$ cat src/rtl/fma_pkg.sv
// Shared widths and types for the FMA normalization stage.
// SIG_WIDTH    : stored fraction width (significand out is SIG_WIDTH+1 bits)
// EXP_WIDTH    : biased exponent width
// ADDER_WIDTH  : width of the end-around-carry adder sum
// MAG_WIDTH    : magnitude width (adder sum plus carry-out)
// LZC_WIDTH    : width of a leading-zero count over MAG_WIDTH bits (0..MAG_WIDTH)
// EXP_T        : width of the signed internal exponent
package fma_pkg;

    localparam int unsigned SIG_WIDTH   = 23;
    localparam int unsigned EXP_WIDTH   = 8;
    localparam int unsigned ADDER_WIDTH = 50;
    localparam int unsigned MAG_WIDTH   = ADDER_WIDTH + 1;
    localparam int unsigned LZC_WIDTH   = $clog2(MAG_WIDTH + 1);
    localparam int unsigned EXP_T       = EXP_WIDTH + 2;
    // Bits below guard and round that collapse into sticky.
    localparam int unsigned REST_WIDTH  = MAG_WIDTH - (SIG_WIDTH + 1) - 2;

    typedef logic signed [EXP_T-1:0] exp_t;

    // Stage-1 payload: recovered magnitude and its bookkeeping.
    typedef struct packed {
        logic [MAG_WIDTH-1:0] mag;
        logic [LZC_WIDTH-1:0] lzc;
        logic                 sign;
        logic                 sticky;
        logic                 zero;
        exp_t                 exp_ref;  // exponent of magnitude bit MAG_WIDTH-1
    } s1_t;

    // Stage-2 payload: what the rounder sees.
    typedef struct packed {
        logic [SIG_WIDTH:0] sig;
        logic               guard;
        logic               round;
        logic               sticky;
        logic               sign;
        exp_t               expo;
        logic               zero;
        logic               uflow;
    } s2_t;

endpackage

$ cat src/rtl/fma_norm_stage_if.sv
// Handshake and data bundle between the EAC adder, the normalizer and the rounder.
// master : upstream/downstream environment (drives in_* and out_ready)
// slave  : the normalizer (drives in_ready and all out_* results)
interface fma_norm_stage_if;
    import fma_pkg::*;

    logic                   in_valid;
    logic                   in_ready;
    logic [ADDER_WIDTH-1:0] sum_in;
    logic                   cout_in;
    logic                   eff_op_in;
    logic                   sticky_in;
    logic                   sign_in;
    exp_t                   exp_in;

    logic                   out_valid;
    logic                   out_ready;
    logic [SIG_WIDTH:0]     sig_out;
    logic                   guard_out;
    logic                   round_out;
    logic                   sticky_out;
    logic                   sign_out;
    exp_t                   exp_out;
    logic                   zero_out;
    logic                   uflow_out;

    modport master (
        output in_valid, sum_in, cout_in, eff_op_in, sticky_in, sign_in, exp_in, out_ready,
        input  in_ready, out_valid, sig_out, guard_out, round_out, sticky_out, sign_out,
               exp_out, zero_out, uflow_out
    );

    modport slave (
        input  in_valid, sum_in, cout_in, eff_op_in, sticky_in, sign_in, exp_in, out_ready,
        output in_ready, out_valid, sig_out, guard_out, round_out, sticky_out, sign_out,
               exp_out, zero_out, uflow_out
    );

endinterface

$ cat src/rtl/fma_lzc.sv
// Combinational leading-zero counter.
// data  : input vector, MSB first
// count : number of leading zeros; WIDTH when data is all zero
module fma_lzc #(
    parameter int unsigned WIDTH     = 51,
    parameter int unsigned CNT_WIDTH = 6
) (
    input  logic [WIDTH-1:0]     data,
    output logic [CNT_WIDTH-1:0] count
);

    // Scan upward; the highest set bit is the last one to write the count.
    always_comb begin
        count = CNT_WIDTH'(WIDTH);
        for (int i = 0; i < WIDTH; i++) begin
            if (data[i]) count = CNT_WIDTH'(WIDTH - 1 - i);
        end
    end

endmodule

$ cat src/rtl/fma_norm_stage.sv
// Two-stage normalizer behind the FMA end-around-carry adder.
// S1 recovers sign/magnitude from sum, carry-out and effective op and counts leading
// zeros; S2 left-normalizes, adjusts the exponent and forms guard/round/sticky.
// clk, rst : clock and asynchronous active-high reset
// bus      : fma_norm_stage_if.slave (in_* valid/ready input, out_* valid/ready result)
// Build option FMA_NORM_DENORM_EN: clamp the shift so the exponent stops at 0 and emit
// subnormals; otherwise the full leading-zero count is applied and exp may go negative.
module fma_norm_stage
    import fma_pkg::*;
(
    input logic             clk,
    input logic             rst,
    fma_norm_stage_if.slave bus
);

    logic s1_valid_q, s2_valid_q;
    logic s1_adv, s2_adv;
    s1_t  s1_d, s1_q;
    s2_t  s2_d, s2_q;

    assign s2_adv       = ~s2_valid_q | bus.out_ready;
    assign s1_adv       = ~s1_valid_q | s2_adv;
    assign bus.in_ready = s1_adv;

    // Stage 1: magnitude recovery.
    logic [MAG_WIDTH-1:0] mag;
    logic                 mag_sign;
    logic [LZC_WIDTH-1:0] mag_lzc;

    always_comb begin
        mag      = {1'b0, bus.sum_in};
        mag_sign = bus.sign_in;
        if (!bus.eff_op_in) begin
            mag = {bus.cout_in, bus.sum_in};
        end else if (!bus.cout_in) begin
            // No end-around carry: result is negative, magnitude is the complement.
            mag      = {1'b0, ~bus.sum_in};
            mag_sign = ~bus.sign_in;
        end
    end

    fma_lzc #(
        .WIDTH    (MAG_WIDTH),
        .CNT_WIDTH(LZC_WIDTH)
    ) u_lzc (
        .data (mag),
        .count(mag_lzc)
    );

    always_comb begin
        s1_d.mag     = mag;
        s1_d.lzc     = mag_lzc;
        s1_d.sticky  = bus.sticky_in;
        s1_d.zero    = ~|mag;
        s1_d.sign    = s1_d.zero ? 1'b0 : mag_sign;
        // exp_in refers to sum bit ADDER_WIDTH-1; the magnitude MSB sits one above it.
        s1_d.exp_ref = s1_d.zero ? exp_t'(0) : bus.exp_in + exp_t'(1);
    end

    // Stage 2: normalize.
    logic [LZC_WIDTH-1:0] shift;
    logic [MAG_WIDTH-1:0] mag_norm;
    exp_t                 exp_ref;
    exp_t                 exp_norm;

    always_comb begin
        exp_ref = s1_q.exp_ref;
        shift   = s1_q.lzc;
`ifdef FMA_NORM_DENORM_EN
        if (exp_ref <= exp_t'(0)) begin
            shift = '0;
        end else if (exp_t'(s1_q.lzc) > exp_ref) begin
            shift = LZC_WIDTH'(exp_ref);
        end
`endif
        mag_norm = s1_q.mag << shift;
        exp_norm = s1_q.zero ? exp_t'(0) : exp_ref - exp_t'(shift);

        s2_d.sig    = mag_norm[MAG_WIDTH-1 -: SIG_WIDTH+1];
        s2_d.guard  = mag_norm[REST_WIDTH+1];
        s2_d.round  = mag_norm[REST_WIDTH];
        s2_d.sticky = (|mag_norm[REST_WIDTH-1:0]) | s1_q.sticky;
        s2_d.sign   = s1_q.sign;
        s2_d.expo   = exp_norm;
        s2_d.zero   = s1_q.zero;
        s2_d.uflow  = ~s1_q.zero & (exp_norm <= exp_t'(0));
    end

    always_ff @(posedge clk or posedge rst) begin
        if (rst) begin
            s1_valid_q <= 1'b0;
            s2_valid_q <= 1'b0;
            s1_q       <= '0;
            s2_q       <= '0;
        end else begin
            if (s1_adv) s1_valid_q <= bus.in_valid;
            if (bus.in_valid && s1_adv) s1_q <= s1_d;
            if (s2_adv) s2_valid_q <= s1_valid_q;
            if (s1_valid_q && s2_adv) s2_q <= s2_d;
        end
    end

    assign bus.out_valid  = s2_valid_q;
    assign bus.sig_out    = s2_q.sig;
    assign bus.guard_out  = s2_q.guard;
    assign bus.round_out  = s2_q.round;
    assign bus.sticky_out = s2_q.sticky;
    assign bus.sign_out   = s2_q.sign;
    assign bus.exp_out    = s2_q.expo;
    assign bus.zero_out   = s2_q.zero;
    assign bus.uflow_out  = s2_q.uflow;

endmodule

$ cat src/flat_wrapper.sv
// flat-port wrapper written by rule: the top's interface ports become plain ports
module fma_norm_stage_flat import fma_pkg::*;
  (clk, rst, bus_in_valid, bus_sum_in, bus_cout_in, bus_eff_op_in, bus_sticky_in, bus_sign_in, bus_exp_in, bus_out_ready, bus_in_ready, bus_out_valid, bus_sig_out, bus_guard_out, bus_round_out, bus_sticky_out, bus_sign_out, bus_exp_out, bus_zero_out, bus_uflow_out);
  fma_norm_stage_if bus_i ();
  input logic clk;
  input logic rst;
  input wire logic [$bits(bus_i.in_valid)-1:0] bus_in_valid;
  input wire logic [$bits(bus_i.sum_in)-1:0] bus_sum_in;
  input wire logic [$bits(bus_i.cout_in)-1:0] bus_cout_in;
  input wire logic [$bits(bus_i.eff_op_in)-1:0] bus_eff_op_in;
  input wire logic [$bits(bus_i.sticky_in)-1:0] bus_sticky_in;
  input wire logic [$bits(bus_i.sign_in)-1:0] bus_sign_in;
  input wire logic [$bits(bus_i.exp_in)-1:0] bus_exp_in;
  input wire logic [$bits(bus_i.out_ready)-1:0] bus_out_ready;
  output wire logic [$bits(bus_i.in_ready)-1:0] bus_in_ready;
  output wire logic [$bits(bus_i.out_valid)-1:0] bus_out_valid;
  output wire logic [$bits(bus_i.sig_out)-1:0] bus_sig_out;
  output wire logic [$bits(bus_i.guard_out)-1:0] bus_guard_out;
  output wire logic [$bits(bus_i.round_out)-1:0] bus_round_out;
  output wire logic [$bits(bus_i.sticky_out)-1:0] bus_sticky_out;
  output wire logic [$bits(bus_i.sign_out)-1:0] bus_sign_out;
  output wire logic [$bits(bus_i.exp_out)-1:0] bus_exp_out;
  output wire logic [$bits(bus_i.zero_out)-1:0] bus_zero_out;
  output wire logic [$bits(bus_i.uflow_out)-1:0] bus_uflow_out;
  assign bus_i.in_valid = bus_in_valid;
  assign bus_i.sum_in = bus_sum_in;
  assign bus_i.cout_in = bus_cout_in;
  assign bus_i.eff_op_in = bus_eff_op_in;
  assign bus_i.sticky_in = bus_sticky_in;
  assign bus_i.sign_in = bus_sign_in;
  assign bus_i.exp_in = bus_exp_in;
  assign bus_i.out_ready = bus_out_ready;
  assign bus_in_ready = bus_i.in_ready;
  assign bus_out_valid = bus_i.out_valid;
  assign bus_sig_out = bus_i.sig_out;
  assign bus_guard_out = bus_i.guard_out;
  assign bus_round_out = bus_i.round_out;
  assign bus_sticky_out = bus_i.sticky_out;
  assign bus_sign_out = bus_i.sign_out;
  assign bus_exp_out = bus_i.exp_out;
  assign bus_zero_out = bus_i.zero_out;
  assign bus_uflow_out = bus_i.uflow_out;
  fma_norm_stage u_core (.clk(clk), .rst(rst), .bus(bus_i));
endmodule
$ cat config.mk
export PLATFORM = sky130hd
export DESIGN_NAME = fma_norm_stage_flat
export DESIGN_NICKNAME = d
export VERILOG_FILES = /design/src/rtl/fma_pkg.sv /design/src/rtl/fma_norm_stage_if.sv /design/src/rtl/fma_lzc.sv /design/src/rtl/fma_norm_stage.sv /design/src/flat_wrapper.sv
export SDC_FILE = /design/constraint.sdc
export NUM_CORES = 1
export LEC_CHECK = 0
export BUFFER_PORTS_ARGS = -buffer_cell sky130_fd_sc_hd__buf_2
export CAP_MARGIN = 20
export CORE_UTILIZATION = 35
export CTS_CLUSTER_DIAMETER = 120
export CTS_CLUSTER_SIZE = 12
export DETAILED_ROUTE_END_ITERATION = 6
export GPL_ROUTABILITY_DRIVEN = 0
export GPL_TIMING_DRIVEN = 0
export HOLD_SLACK_MARGIN = 0.06
export PLACE_DENSITY = 0.52
export SLEW_MARGIN = 25
export SYNTH_ARGS = -nofsm -noshare
export SYNTH_HDL_FRONTEND = slang
export SYNTH_SLANG_ARGS = --single-unit
$ cat constraint.sdc
create_clock -name clk -period 4.7 [get_ports clk]
set_clock_uncertainty 0.05 [all_clocks]
set_input_delay 1.175 -clock clk [delete_from_list [all_inputs] [get_ports clk]]
set_output_delay 1.175 -clock clk [all_outputs]
set_load 0.01 [all_outputs]
# --- Word level (Yosys, flattened, before mapping) ---
# Cells that the tools add are included.
word_totals:
  regBits: 112
  in_bits: 68
  output_inout_bits: 42
  wordCells: 92
op_classes:
  addsub: 2
  n_lt_le_gt_ge: 1
  n_shift: 1
  muxes: 58
  bitwise_logic: 9
  reduce_logical: 5
ops:
  columns: ["cell", "n"]
  rows:
  - ["2-to-1 mux 6 bit", 50]
  - ["2-to-1 mux 51 bit", 1]
  - ["OR reduction 51 bit", 1]
  - ["<< shifter 51 x 6 -> 51 bit", 1]
  - ["2-to-1 mux 50 bit", 1]
  - ["inverter 50 bit", 1]
  - ["OR reduction 25 bit", 1]
  - ["2-to-1 mux 10 bit", 2]
  - ["adder 10 x 2 -> 10 bit (second input constant)", 1]
  - ["less-or-equal comparator 10 x 1 -> 1 bit (second input constant)", 1]
  - ["subtractor 10 x 7 -> 10 bit", 1]
  - ["2-to-1 mux 1 bit", 4]
  - ["inverter 1 bit", 4]
  - ["OR 1 bit", 3]
  - ["logical AND 1 bit", 2]
  - ["AND 1 bit", 1]
  - ["logical NOT 1 bit", 1]

# --- Logic depth before layout (Yosys ltp) ---
# Gate-level depths: netlist (run 1).
logic_depth:
  ltp_word: 54
  depth_mapped: 14
  mapped_depth_nobuf: 12

# --- Cells and area by module ---
# A second synthesis (run 1) with hierarchy kept.
unflattened:
  hier_cells: 1007
  area_unflattened_um2: 8956.1
modules_own_cells:
  columns: ["mod", "n_inst", "cells_each", "area_per_inst_um2", "seq_area_each_um2"]
  rows:
  - ["fma_norm_stage", 1, 901, 8345.5, 2802.7]
  - ["fma_lzc", 1, 106, 610.6, 0.0]

# --- Worst setup path before layout (run 1) ---
# No wires, ideal clock.
synth_timing:
  path_kind: "input -> register"
  startpoint: "in bus_eff_op_in"
  endpoint: "reg u_core.s1_q, in the netlist u_core.shift[0]"
  setup_ns: 0.123
  t_arrival_ns: 2.930
  t_required_ns: 4.527
  slack_ns: 1.598
  path_stages: 10
  path_buffers: 2
  cell_sequence: "buf_4 nor2b_4 buf_6 or4_1 a221oi_1 o21a_1 o21ai_0 o21ai_1 a31oi_1 o221a_2"
synth_between:
  elab_chain_cells: 52
synth_lines:
  columns: ["element", "line", "rtl"]
  rows:
  - ["from (decl)", "flat_wrapper.sv:10", "input wire logic [$bits(bus_i.eff_op_in)-1:0] bus_eff_op_in;"]
  - ["2-to-1 mux 51 bit *", "fma_norm_stage.sv:33", "if (!bus.eff_op_in) begin"]
  - ["2-to-1 mux 1 bit", "fma_lzc.sv:16", "if (data[i]) count = CNT_WIDTH'(WIDTH - 1 - i);"]
  - ["2-to-1 mux 6 bit (49 in series)", "fma_lzc.sv:16", null]
  - ["2-to-1 mux 6 bit *", "fma_lzc.sv:16", null]
  - ["to (signal assigned)", "fma_norm_stage.sv:93", "s1_q <= '0;"]
  - ["to (signal assigned)", "fma_norm_stage.sv:97", "if (bus.in_valid && s1_adv) s1_q <= s1_d;"]
  - ["to (decl)", "fma_norm_stage.sv:18", "s1_t s1_d, s1_q;"]
# Every way passes the cells marked *; elsewhere a longest branch is shown, timed or not.
# A chain may end at the register's enable or synchronous reset.

# --- Worst setup path in the final report (run 1) ---
# Same ends and word-level chain as after synthesis.

==> results of run 1 <==
## kinds of logic after synthesis
kind of cell / after synthesis / share of synthesized area
and+or+nand+nor: 383 / 0.1865
adders and majority gates: 8 / 0.01145
buffers and inverters: 128 / 0.06257
DFF: 112 / 0.2982
AOI/OAI and AO/OA: 302 / 0.2014
muxes: 141 / 0.1764
xor gates and xnor gates: 68 / 0.06337
## synth_stat cells (all sizes together), types with 4 or more instances
master,n
nor2b,8
o41ai,4
and2,8
nand2,170
nand4,12
a22o,11
mux2i,76
nand2b,20
a211oi,13
xnor2,60
o22ai,14
mux4,14
o21a,7
nand3,29
o22a,5
o31ai,11
nor4,5
a21oi,54
or3,14
ha,7
o211ai,8
buf,41
a31oi,14
o21ai,116
clkbuf,56
o311a,4
mux2,51
nor3,22
dfrtp,112
inv,31
a22oi,9
xor2,8
and3,10
nor2,73
## layout make-up
class                   count  area (um2)  area share
plain buffers              97       471.7     0.04441
well taps                 335       419.2     0.03946
clock inverters             7       111.4     0.01048
repair buffers             88       462.9     0.04359
flip-flops and latches    112        2803      0.2639
clock buffers               9       225.2     0.02120
multi-input cells         902        6007      0.5656
inverters                  31       121.4     0.01143
## per-stage QoR
step                setup TNS (ns)    util  worst slack [ns]  power, mW  instances
floorplan                        0       -            0.5160      2.558       1142
global placement           -106.41  0.3912           -0.9635      3.143       1564
detailed placement               0  0.3925            0.9081      3.157       1565
CTS                              0  0.4053             1.268      4.037       1581
global route                     0  0.4053             1.079      4.289       1581
finish                           0  0.4053             1.254      4.036       1581
## metal layers
| layer | part of all wire | routed length, um | global-route usage | vias up |
|---|---|---|---|---|
| li1 | - | - | - | 4306 |
| met1 | 0.49 | 14730 | 0.3134 | 4128 |
| met2 | 0.44 | 13470 | 0.3524 | 279 |
| met3 | 0.043 | 1291 | 0.02407 | 49 |
| met4 | 0.027 | 826 | 0.07802 | 0 |
| met5 | 0 | 0 | 0 | - |
## sequential cells by signal, summed over array words and instances, names as in the netlist, 6 cells and up
| name | cells |
|---|---|
| u_core.s1_q | 54 |
| u_core.bus.sig_out | 24 |
| u_core.shift | 6 |
| u_core.exp_ref | 10 |
| u_core.bus.exp_out | 10 |
## worst max-delay path, stage by stage
cell and delay (ns):
buf_4 0.18, nor2b_4 0.21, buf_6 0.17, buf_6 0.16, buf_4 0.20, o211ai_1 0.11
a222oi_1 0.42, nor4b_2 0.47, o21ai_1 0.21, a31oi_1 0.20, o221a_2 0.20
## path summary, 6_finish.rpt
path | from | to | slack [ns]
setup reg to reg | u_core.shift[2]$_DFFE_PP0P_ | u_core.bus.exp_out[8]$_DFFE_PP0P_ | 1.34
hold / removal | u_core.bus.sig_out[22]$_DFFE_PP0P_ | u_core.bus.sig_out[22]$_DFFE_PP0P_ | 0.41
max in group asynchronous | rst | u_core.s1_q[19]$_DFFE_PP0P_ | 3.12
min in group asynchronous | rst | u_core.bus.sig_out[7]$_DFFE_PP0P_ | 0.79
setup / recovery | bus_eff_op_in | u_core.shift[0]$_DFFE_PP0P_ | 1.25
hold reg to reg | u_core.bus.sig_out[22]$_DFFE_PP0P_ | u_core.bus.sig_out[22]$_DFFE_PP0P_ | 0.41
## report_power, final
part           internal [mW]  switching [mW]  total, mW  leakage (nW)
Combinational          0.767            1.07       1.83          2.96
Clock                  0.478           0.391      0.869         0.163
Sequential              1.17           0.164       1.33          1.39
==> flow_summary.toml, run 1 <==
[clocking]
cts_resized = 0
clock_latency_ns = 0.36
clock_sinks = 112
cts_buffers = 9
cts-hold-fix-buffers = 0
tritoncts = "done"
htree_num_levels = 3
clockRootBuffer = "clkbuf_16"
clockBufferDepth = 2
path_clk_slew_ns = 0.08
post_cts_buffers = 0

[timing]
timing.hold.ws_ns = 0.4129
finalCritPeriodShare = 0.7333
rsz0062_at_grt = "no"
hold_violations = 0
final_max_slew_viol_count = 0
setup_viol = 0
fmax_mhz = 290.2
finalCriticalPeriod_ns = 3.446
max_slew_margin = 0.5997
tightestPinTransition_ns = 0.6004

[placement]
io_buffers = 87
dp_hpwl_um = 24300
post_dp_cell_area_um2 = 10280

[job]
cap_violations = 0

[layout]
layout.nets = 1317
stdcell_area_um2 = 10620
layout-drive-gt1-share = 0.1717
final_common_cell = "nand2_1"
fillers = 2762
diodes = 0
mostFrequentLayoutCells = "170 x nand2_1, 113 x o21ai_0, 112 x dfrtp_1"
syn_to_final_growth_pct = 13.02

[drt]
drc_errors = 32
drtIter0Drc = 642
firstDrtPassIters = 7
drt-wirelength-per-cell_um = 19.18
num_vias = 8762
routed_wl_um = 30320
drt-vias-per-instance = 5.542
ant_nets = 0

[yosys]
async_reset_ff_frac = 1.000
synth_edf_count = 0
ys_warn_count = 0
ys_seq_area_frac = 0.2982
yosysTopAreaCell = "dfrtp_1"
synth.distinct_cells = 71
synth.top_cell.area_share = 0.2982
synth.avg_cell_area_um2 = 8.229
synthFlopType = "dfrtp_1"
syn_inst = 1142
syn_nets = 1218
ys_seq_elements = 112
synthTopCellsByArea = "dfrtp_1 30%, mux2i_1 8.1%, nand2_1 6.8%, o21ai_0 6.0%, mux2_2 5.9%"
synth_area_um2 = 9398

[outcome]
status = "complete, but fails checks"
failed_checks = "design-rule violations"

[floorplanning]
die_height_um = 165.9
fp.coreArea_um2 = 26210
die_w_um = 165.9
io_pins = 110
start_util = 0.3586
die_area_um2 = 27510
placement_rows = 59

[power_and_ir_drop]
ir_drop_mv = 0.1793
p_leak_nw = 4.510
powerDensity_nw_per_um2 = 380.0

[global_route]
grt_usage = 0.2222
grt_max_degree = 63
grt_pass1_wl_um = 48410
antenna_found_initial = 0
overflow = 0
grt_pass1_vias = 8480

[critical_path]
crit_arrival_ns = 3.70
setup.worst_path.end_class = "flip-flop"
reg2reg_depth = 13
critPathLaunchType = "input port"
crit_type = "in2reg"
path_max_fanout = 10
crit_required_ns = 4.95

[hold_path]
min_path_type = "reg2reg"
whs_path_depth = 2
No activity file was read; power rests on OpenSTA's default activity.
==> run 2, diff against run 1 <==
PLACE_DENSITY = 0.54   (was 0.52)
clock period = 3.1 ns   (was 4.7 ns; I/O delays follow)
==> run 2 against run 1 <==
The flow still finishes with violations (design-rule violations). Clock-buffer cell count is the same. Sequential power grew 52%. Wire length shrank 1.7%. Sequential share of layout area shrank 0.11 points. Sequential cell count is the same. Final area grew 0.42%. Non-clock buffer count grew 2. Via count shrank 0.34%. Clock power grew 43%. Final cell count grew 0.13%. Global-route usage shrank 0.64 points.
==> flow_summary.toml, run 2 (synthesized netlist as in run 1, its figures left out) <==
[power_and_ir_drop]
powerDensity_nw_per_um2 = 565.8
swShare = 0.4050
p_total_mw = 6.035
ir_drop_mv = 0.3268
p_sw_mw = 2.444
power_frac_comb = 0.461
p_leak_nw = 4.531
pwr-share-seq = 0.334
internal_power_mw = 3.591
clkPwrFrac = 0.205

[critical_path]
r2r_end = "u_core.bus.sticky_out$_DFFE_PP0P_"
rr_startpoint = "u_core.shift[1]$_DFFE_PP0P_"
reg2reg_depth = 10
crit_required_ns = 3.29
crit_start = "u_core.shift[1]$_DFFE_PP0P_"
path_max_fanout = 10
crit_type = "reg2reg"
critPathLaunchType = "flip-flop"
crit_arrival_ns = 3.14
setup.worst_path.end_class = "flip-flop"
crit_path_end = "u_core.bus.sticky_out$_DFFE_PP0P_"
rrSetupSlack_ns = 0.15

[drt]
drt-wirelength-per-cell_um = 18.82
drt-vias-per-instance = 5.516
routed_wl_um = 29790
drc_errors = 13
firstDrtPassIters = 7
ant_nets = 0
drtIter0Drc = 607
num_vias = 8732

[clocking]
tritoncts = "done"
cts_buffers = 9
post_cts_buffers = 0
path_clk_slew_ns = 0.08
clockBufferDepth = 2
htree_num_levels = 3
clockRootBuffer = "clkbuf_16"
clock_latency_ns = 0.37
clock_sinks = 112

[timing]
max_slew_margin = 0.6104
fmax_mhz = 338.5
timing.hold.ws_ns = 0.3519
setup_tns_ns = 0
setup_viol = 0
final_max_slew_viol_count = 0
worst_slack_ns = 0.1456
hold_violations = 0
finalCriticalPeriod_ns = 2.954
tightestPinTransition_ns = 0.5844
rsz0062_at_grt = "yes"
finalCritPeriodShare = 0.9530

[layout]
layoutNonFillerInstCount = 1583
syn_to_final_growth_pct = 13.50
layout.nets = 1319
largest_reg_flops = 54
layout-drive-gt1-share = 0.1755
diodes = 0
regMostFlops = "u_core.s1_q"
mostFrequentLayoutCells = "170 x nand2_1, 113 x o21ai_0, 112 x dfrtp_1"
regArea_um2 = 2803
fillers = 2739
multi_input_area_um2 = 6007
final_common_cell = "nand2_1"

[placement]
dp.cells = 1568
dp_hpwl_um = 24180
io_buffers = 87
preCtsSetupSlack_ns = -0.3048

[global_route]
grt_usage = 0.2158
grt_pass1_vias = 8307
grt_pass1_wl_um = 46850
grt_max_degree = 30
grt.met3_usage = 0.02908
antenna_found_initial = 0
overflow = 0
grt-busiest-layer = "met2"
use_met1 = 0.3007
met2_usage = 0.3451

[outcome]
status = "complete, but fails checks"
failed_checks = "design-rule violations"

[floorplanning]
fp.coreArea_um2 = 26210
die_w_um = 165.9
start_util = 0.3586
placement_rows = 59
die_height_um = 165.9
die_area_um2 = 27510
io_pins = 110

[hold_path]
min_path_type = "in2async"

[job]
cap_violations = 0
## run 2: area by class of cell
class                   count  area share
clock buffers               9     0.02111
well taps                 335     0.03930
inverters                  31     0.01126
plain buffers              96     0.04504
repair buffers             91     0.04903
flip-flops and latches    112      0.2628
multi-input cells         902      0.5632
clock inverters             7    0.008328
## run 2: worst max-delay path: stages (launching register included)
cell and delay, ns:
dfrtp_1 0.34, buf_6 0.14, buf_6 0.17, buf_8 0.16
mux2i_1 0.32, o221ai_1 0.27, mux2i_1 0.42, nand4_1 0.14
or3_1 0.43, o41ai_2 0.26, o21ai_1 0.11
## run 2: routing by layer
| layer | up-vias | part of all wire | wire length, um |
|---|---|---|---|
| met5 | - | 0 | 0 |
| met2 | 280 | 0.45 | 13440 |
| met4 | 0 | 0.023 | 699 |
| li1 | 4310 | - | - |
| met3 | 56 | 0.050 | 1500 |
| met1 | 4086 | 0.48 | 14160 |
## run 2: per-stage QoR
step / utilization / area, um2
CTS: 0.4066 / 10660
global placement: 0.3914 / 10260
global route: 0.4070 / 10670
finish: 0.4070 / 10670
detailed placement: 0.3947 / 10340
floorplan: - / 9402
## run 2: worst min-delay path by stage
stage	startpoint	end	cells past startpoint
floorplan	u_core.s1_q[69]$_DFFE_PP0P_	u_core.s1_q[69]$_DFFE_PP0P_	2
global placement	u_core.bus.sig_out[22]$_DFFE_PP0P_	u_core.bus.sig_out[22]$_DFFE_PP0P_	2
detailed placement	u_core.bus.sig_out[22]$_DFFE_PP0P_	u_core.bus.sig_out[22]$_DFFE_PP0P_	2
CTS	rst	u_core.bus.sig_out[9]$_DFFE_PP0P_	2
global route	rst	u_core.bus.sig_out[9]$_DFFE_PP0P_	2
finish	rst	u_core.bus.sig_out[9]$_DFFE_PP0P_	2
## run 2: repair_timing
action                     CTS  global route
setup endpoints to repair    4             4
hold buffers                 0             0
gates resized for setup      1             6
## run 2: power by group through the flow
stage               registers (mW)  clock network [mW]  logic (mW)
detailed placement            2.05                   0        2.74
global route                  2.06                1.32        3.02
global placement              2.04                   0        2.71
finish                        2.02                1.24        2.78
floorplan                     2.06                   0        1.82
CTS                           2.02                1.26        2.75
